### config.mk
export PLATFORM = sky130hd
export DESIGN_NAME = bcd_to_binary
export DESIGN_NICKNAME = d
export VERILOG_FILES = /design/src/rtl/bcd_pkg.sv /design/src/rtl/bcd_digit_adjust.sv /design/src/rtl/bcd_to_binary.sv
export SDC_FILE = /design/constraint.sdc
export NUM_CORES = 1
export LEC_CHECK = 0
export BUFFER_PORTS_ARGS = -buffer_cell sky130_fd_sc_hd__buf_2
export CAP_MARGIN = 40
export CORE_AREA = 3 3 60 62
export CTS_BUF_LIST = sky130_fd_sc_hd__clkbuf_4
export DETAILED_ROUTE_END_ITERATION = 10
export DIE_AREA = 0 0 63 65
export PLACE_DENSITY = 0.86
export SLEW_MARGIN = 20
export SYNTH_ARGS = -nofsm -noshare
export SYNTH_HDL_FRONTEND = slang
export SYNTH_SLANG_ARGS = --single-unit
### constraint.sdc
create_clock -name clk -period 1.49 [get_ports clk]
set_clock_uncertainty 0.05 [all_clocks]
set_input_delay 0.149 -clock clk [delete_from_list [all_inputs] [get_ports clk]]
set_output_delay 0.149 -clock clk [all_outputs]
set_load 0.01 [all_outputs]
### src/rtl/bcd_pkg.sv
// bcd_pkg: shared widths and FSM state for the BCD to binary converter.
package bcd_pkg;
  localparam int NUM_DIGITS = 3;
  localparam int DIGIT_W = 4;
  localparam int BIN_W = 10;
  localparam int ITER = 10;
  localparam int SR_W = NUM_DIGITS * DIGIT_W + BIN_W;
  typedef enum logic {IDLE, SHIFT} state_t;
endpackage

### src/rtl/bcd_digit_adjust.sv
// bcd_digit_adjust: reverse double-dabble digit correction, subtract 3 from digits of 8 or more.
module bcd_digit_adjust
  import bcd_pkg::*;
(
  input  logic [DIGIT_W-1:0] i_d,
  output logic [DIGIT_W-1:0] o_d
);
  assign o_d = (i_d >= 4'd8) ? i_d - 4'd3 : i_d;
endmodule

### src/rtl/bcd_to_binary.sv
// bcd_to_binary: 3-digit BCD to 10-bit binary, one bit per clock via reverse double-dabble.
// Optional invalid-digit check enabled by defining BCD_TO_BINARY_CHECK_EN.
module bcd_to_binary
  import bcd_pkg::*;
(
  input  logic         clk,
  input  logic         rst,
  input  logic         start,
  input  logic [3:0]   bcd2,
  input  logic [3:0]   bcd1,
  input  logic [3:0]   bcd0,
  output logic [9:0]   bin,
  output logic         busy,
  output logic         done,
  output logic         err
);
  state_t          r_state;
  logic [SR_W-1:0] r_sr;
  logic [3:0]      r_cnt;
  logic [SR_W-1:0] w_sh;
  logic [SR_W-1:0] w_nx;
  assign w_sh = r_sr >> 1;
  assign w_nx[BIN_W-1:0] = w_sh[BIN_W-1:0];
  for (genvar i = 0; i < NUM_DIGITS; i++) begin : g_adj
    bcd_digit_adjust u_adj (
      .i_d(w_sh[BIN_W+DIGIT_W*i +: DIGIT_W]),
      .o_d(w_nx[BIN_W+DIGIT_W*i +: DIGIT_W])
    );
  end
`ifdef BCD_TO_BINARY_CHECK_EN
  logic r_inv;
  logic w_bad;
  assign w_bad = (bcd2 > 4'd9) | (bcd1 > 4'd9) | (bcd0 > 4'd9);
`else
  assign err = 1'b0;
`endif
  always_ff @(posedge clk) begin
    if (rst) begin
      r_state <= IDLE;
      r_sr <= '0;
      r_cnt <= '0;
      bin <= '0;
      busy <= 1'b0;
      done <= 1'b0;
`ifdef BCD_TO_BINARY_CHECK_EN
      r_inv <= 1'b0;
      err <= 1'b0;
`endif
    end else begin
      done <= 1'b0;
      if (r_state == IDLE) begin
        if (start) begin
          r_state <= SHIFT;
          r_sr <= {bcd2, bcd1, bcd0, {BIN_W{1'b0}}};
          r_cnt <= '0;
          busy <= 1'b1;
`ifdef BCD_TO_BINARY_CHECK_EN
          r_inv <= w_bad;
`endif
        end
      end else begin
        r_sr <= w_nx;
        r_cnt <= r_cnt + 4'd1;
        if (r_cnt == 4'(ITER - 1)) begin
          r_state <= IDLE;
          busy <= 1'b0;
          done <= 1'b1;
`ifdef BCD_TO_BINARY_CHECK_EN
          bin <= r_inv ? '0 : w_nx[BIN_W-1:0];
          err <= r_inv;
`else
          bin <= w_nx[BIN_W-1:0];
`endif
        end
      end
    end
  end
endmodule
==> results of run 1 <==
==> path summary, 6_finish.rpt <==
path	from	end	slack, ns	depth (start not counted)
max	r_cnt[1]	bin[9]	0.16	5
max reg2reg	r_cnt[1]	bin[9]	0.16	5
min reg2reg	r_sr[1]	bin[0]	0.43	1
min	bcd2[3]	r_sr[21]	0.05	3
==> through the flow <==
step                utilization  area, um2  hold slack (ns)  setup WS, ns  std cells
global placement          0.587       1810            0.391         0.246        231
finish                    0.620       1910           0.0492         0.161        239
global route              0.620       1910           0.0440        0.0669        239
detailed placement        0.587       1810            0.408         0.186        231
CTS                       0.620       1910           0.0312         0.163        239
floorplan                     -       1690            0.294         0.225        169
==> power by group through the flow <==
stage | registers [W] | clock network, W | logic (W)
6_report | 0.00108 | 0.000847 | 0.000201
5_1_grt | 0.00109 | 0.000910 | 0.000229
4_1_cts | 0.00108 | 0.000864 | 0.000203
3_5_place_dp | 0.00111 | 0 | 0.000200
3_3_place_gp | 0.00111 | 0 | 0.000192
2_1_floorplan | 0.00110 | 0 | 0.000166
==> routing by layer <==
metal,track usage,share of wire,up-vias
met5,0,0,-
met4,0.0551,0.011,0
met3,0.0676,0.041,2
met2,0.294,0.49,25
met1,0.182,0.45,589
li1,-,-,635
==> Yosys cell counts, types with 2 or more instances <==
cell,n
a21oi_1,12
nand3_1,2
clkbuf_1,2
nor2b_1,9
a211oi_1,12
a22o_1,10
buf_4,6
mux2_1,3
nor3b_1,9
dfxtp_1,38
xnor2_1,4
buf_6,4
nand2_1,3
o22a_1,2
and2b_1,2
buf_2,2
mux2i_1,9
ha_1,6
inv_1,5
nor2_1,18
==> layout make-up <==
cell class | count | area share
Clock inverter | 3 | 0.0334
Timing Repair Buffer | 32 | 0.0917
Multi-Input combinational cell | 112 | 0.418
Tap cell | 44 | 0.0288
Sequential cell | 38 | 0.398
Inverter | 5 | 0.00983
Clock buffer | 5 | 0.0197
==> flip-flops by register name, summed over array words and instances, names as in the netlist <==
register and cells:
r_sr 21, done 1, bin 10, r_cnt 4
r_state 1, busy 1
==> worst reg2reg max path, stage by stage (launching register included) <==
cell and delay, ns:
dfxtp_1 0.37, inv_1 0.07, ha_1 0.17, nand4b_1 0.11, nor2b_4 0.31, a22o_1 0.19
==> logic make-up (layout without fill, tap and decap cells) <==
family	Yosys count	after routing	share of synthesized area
and+or+nand+nor	49	49	0.165
AOI/OAI and AO/OA	40	40	0.168
DFF	38	38	0.451
buffers and inverters	19	45	0.0750
muxes	12	12	0.0735
adders and majority gates	6	6	0.0445
xor gates and xnor gates	4	4	0.0208
other	1	1	0.00223
==> placed cells by master (no fill, tap or decap), types with 4 or more instances in the layout <==
cell type,instances
nor2_1,18
nor3b_1,9
buf_4,6
clkbuf_4,5
buf_2,26
a211oi_1,12
a22o_1,10
ha_1,6
xnor2_1,4
dfxtp_1,38
inv_1,5
mux2i_1,9
nor2b_1,9
a21oi_1,12
==> reports/results.ini, run 1 <==
[logic_synthesis]
syn-num-nets=190
netlist_instances=169
synth_edf_count=0
yosysSeqAreaShare=0.451
synth_area_per_cell_um2=9.97
synthTopCellsByArea=dfxtp_1, mux2i_1, a211oi_1
synthDistinctLibCells=31
synth_top_cell_area_share=0.451
synth_area_mm2=0.00169
synth_flop_cell=dfxtp_1
yosysWarningCount=0
yosys.area.top_type=dfxtp_1
async_flop_share=0
ys_seq_elements=38

[timing]
max_freq_mhz=753
slew_violations=0
setup_viol=0
rsz0062_at_grt=false
fin_crit_sh=0.892
min_period_ns=1.33
finalSetupTns_ns=0
finalHoldViolations=0

[clock_tree]
cts_setup_buffers=0
clk_latency_ns=0.35
htreeDepth=2
clk_pin_slew_ns=0.11
cts_tree=built
cts_hold_buffers=0
clock_path_buffers=2
cts_buffers=5
cts.sinks=38
root_buffer=clkbuf_4
ctsResizeCount=0

[cells_and_area]
fillerInstances=287
drive_gt1_frac=0.205
insertedDiodeCount=0
fin_nets=215
multiInputGateArea_um2=798
regArea_um2=761
areaGrowthSynthToFinish_pct=13.3

[drt]
drc=0
routed_wl_um=3110
post_drt_wl_per_cell_um=13.0
drt_iter0_drc=45
dr.pass1.iters=4
vias_per_cell=5.23
ant_nets=0
vias=1251

[die]
start_util=0.548
ioPinCount=28
num_rows=20
fp.dieW_um=63
dieArea_mm2=0.00410
fp.dieH_um=65
core-area_mm2=0.00308

[outcome]
outcome=completed

[worst_setup_path]
slowest_stage=dfxtp_1
worstPathBufferInverterCount=1
crit_path_start_kind=flop
crit_path_cell_trace=inv_1, ha_1, nand4b_1, nor2b_4, a22o_1
critPathMaxFanout=12
critical_path_class=flop to flop
cpPeakStageDelay_ns=0.37
critPathTopFamily=simple AND/OR/NAND/NOR gates
arrival_ns=1.57
cp-end-kind=flop
required_ns=1.73

[power]
intPower_w=0.00166
p_switching_w=0.000471
power.leakage_nw=0.797
power.density_mw_per_mm2=1120
switching_share=0.221
power_frac_seq=0.508
clkPwrFrac=0.397
peakVddDrop_v=0.000749
pwr-share-comb=0.094
fin_total_pwr_w=0.00213

[place]
portBuffers=26
gp_congestion=0.709
hpwl_um=2140

[global_routing]
grt_use_total=0.167
grt_pass1_wl_um=5290
antenna_found_initial=0
overflow=0
grt_max_degree=21
grt_pass1_vias=1183

[min_path]
hold_class=primary input to flop

[job]
cap_violations=0

Note: power is estimated with default switching activity, not from simulation.
==> run 2: changes to the inputs <==
--- a/config.mk
+++ b/config.mk
@@ -7,12 +7,12 @@
 export LEC_CHECK = 0
 export BUFFER_PORTS_ARGS = -buffer_cell sky130_fd_sc_hd__buf_2
 export CAP_MARGIN = 40
-export CORE_AREA = 3 3 60 62
+export CORE_AREA = 2 2 59 61
 export CTS_BUF_LIST = sky130_fd_sc_hd__clkbuf_4
 export DETAILED_ROUTE_END_ITERATION = 10
-export DIE_AREA = 0 0 63 65
+export DIE_AREA = 0 0 61 63
 export PLACE_DENSITY = 0.86
-export SLEW_MARGIN = 20
+export SLEW_MARGIN = 30
 export SYNTH_ARGS = -nofsm -noshare
 export SYNTH_HDL_FRONTEND = slang
 export SYNTH_SLANG_ARGS = --single-unit
==> run 2 against run 1 <==
  * Fmax grew 2.3%
  * Sequential power about the same
  * Register-to-register slack gained 0.03 ns
  * First-iteration DRC count is 2.2% lower
  * Final cell count is 1.3% higher
  * Sequential share of layout area up 0.53 points
  * Sequential cell count unchanged
  * Die area fell by 6.2%
  * Via count increased by 0.48%
  * Power shrank 16%
  * Largest cell class unchanged
==> reports/results.ini, run 2 (synthesis results as in run 1) <==
[outcome]
outcome=completed

[global_routing]
met1_usage=0.208
overflow=0
use_met2=0.274
met3_usage=0.0663
grt-busiest-layer=met2
grt_use_total=0.172
antenna_found_initial=0
grt_pass1_wl_um=5020
grt_max_degree=21
grt_pass1_vias=1163

[clock_tree]
clk_latency_ns=0.35
clk_pin_slew_ns=0.11
root_buffer=clkbuf_4
cts.sinks=38
cts_tree=built
cts_buffers=5
clock_path_buffers=2
htreeDepth=2
ctsResizeCount=0
cts_hold_buffers=0
cts_setup_buffers=0

[cells_and_area]
fin_nets=216
drive_gt1_frac=0.209
layout_common_cells=dfxtp_1, buf_2, nor2_1
regMostFlops=r_sr
utilization=0.583
largest_registers=r_sr: 21 flops, bin: 10 flops, r_cnt: 4 flops
final_common_cell=dfxtp_1
fillerInstances=298
areaGrowthSynthToFinish_pct=11.8
insertedDiodeCount=0
largest_reg_flops=21

[worst_setup_path]
r2r_slack_ns=0.19
required_ns=1.74
critPathMaxFanout=12
r2r-start=r_cnt[1]
arrival_ns=1.55
crit_path_start=r_cnt[1]
critical_path_class=flop to flop
cp-end-kind=flop
crit_path_start_kind=flop
reg2reg_depth=5
regToRegEndpoint=bin[4]

[drt]
vias=1257
drc=0
dr.pass1.iters=4
routed_wl_um=2910
post_drt_wl_per_cell_um=12.0
vias_per_cell=5.19
ant_nets=0
drt_iter0_drc=44

[place]
portBuffers=26
hpwl_um=2050
gp_congestion=0.747

[die]
dieArea_mm2=0.00384
core-area_mm2=0.00323
num_rows=21
fp.dieW_um=61
fp.dieH_um=63
ioPinCount=28
start_util=0.521

[timing]
max_freq_mhz=770
setup_viol=0
min_period_ns=1.30
finalHoldViolations=0
fin_crit_sh=0.872
rsz0062_at_grt=false
finalSetupTns_ns=0
slew_violations=0
hold_slack_ns=0.0426

[min_path]
hold_depth=3
min_from=bcd2[3]
hold_end=r_sr[21]
hold_class=primary input to flop

[power]
power.leakage_nw=0.782
power.density_mw_per_mm2=954
peakVddDrop_v=0.000631

[job]
cap_violations=0

run 2: cell count changes in the layout (fill, tap and decap cells not counted), sizes merged:
cell / before / now
bufinv: 2 / 0
clkinvlp: 0 / 1
clkinv: 1 / 2
buf: 32 / 33
run 2: how the worst max path moves through the flow:
stage | cells past startpoint | to | slack [ns]
CTS | 5 | bin[4] | 0.18
finish | 5 | bin[4] | 0.19
global placement | 5 | bin[5] | 0.25
detailed placement | 5 | bin[4] | 0.20
global route | 5 | bin[9] | 0.05
floorplan | 5 | bin[0] | 0.22
run 2: area by class of cell:
type	instances	area [um2]	share of cell area
Clock inverter	3	16.3	0.00863
Multi-Input combinational cell	112	798	0.424
Clock buffer	5	37.5	0.0199
Timing Repair Buffer	33	195	0.104
Sequential cell	38	761	0.404
Inverter	5	18.8	0.00996
Tap cell	46	57.6	0.0305
run 2: where the power goes:
part | total [W] | switching [W] | internal (W)
Clock | 0.000514 | 0.000339 | 0.000175
Combinational | 0.000201 | 0.000101 | 0.0000996
Sequential | 0.00108 | 0.0000349 | 0.00105
run 2: per-layer routing:
layer / part of all wire / vias up
li1: - / 640
met1: 0.46 / 587
met2: 0.48 / 26
met3: 0.047 / 4
met4: 0.013 / 0
met5: 0 / -
run 2: critical path, stage by stage, from the launching register on:
cell and delay [ns]:
dfxtp_1 0.36, inv_1 0.06, ha_1 0.17, nand4b_1 0.11
nor2b_4 0.31, a22o_1 0.19
run 2: per-stage QoR:
stage                     instances  worst slack (ns)  cell area, um2  total power [W]
final                           242             0.191            1880          0.00180
after detailed placement        234             0.200            1830          0.00131
after floorplan                 169             0.225            1690          0.00126
after global routing            242            0.0532            1880          0.00190
after global placement          234             0.253            1830          0.00130
after CTS                       242             0.184            1880          0.00182
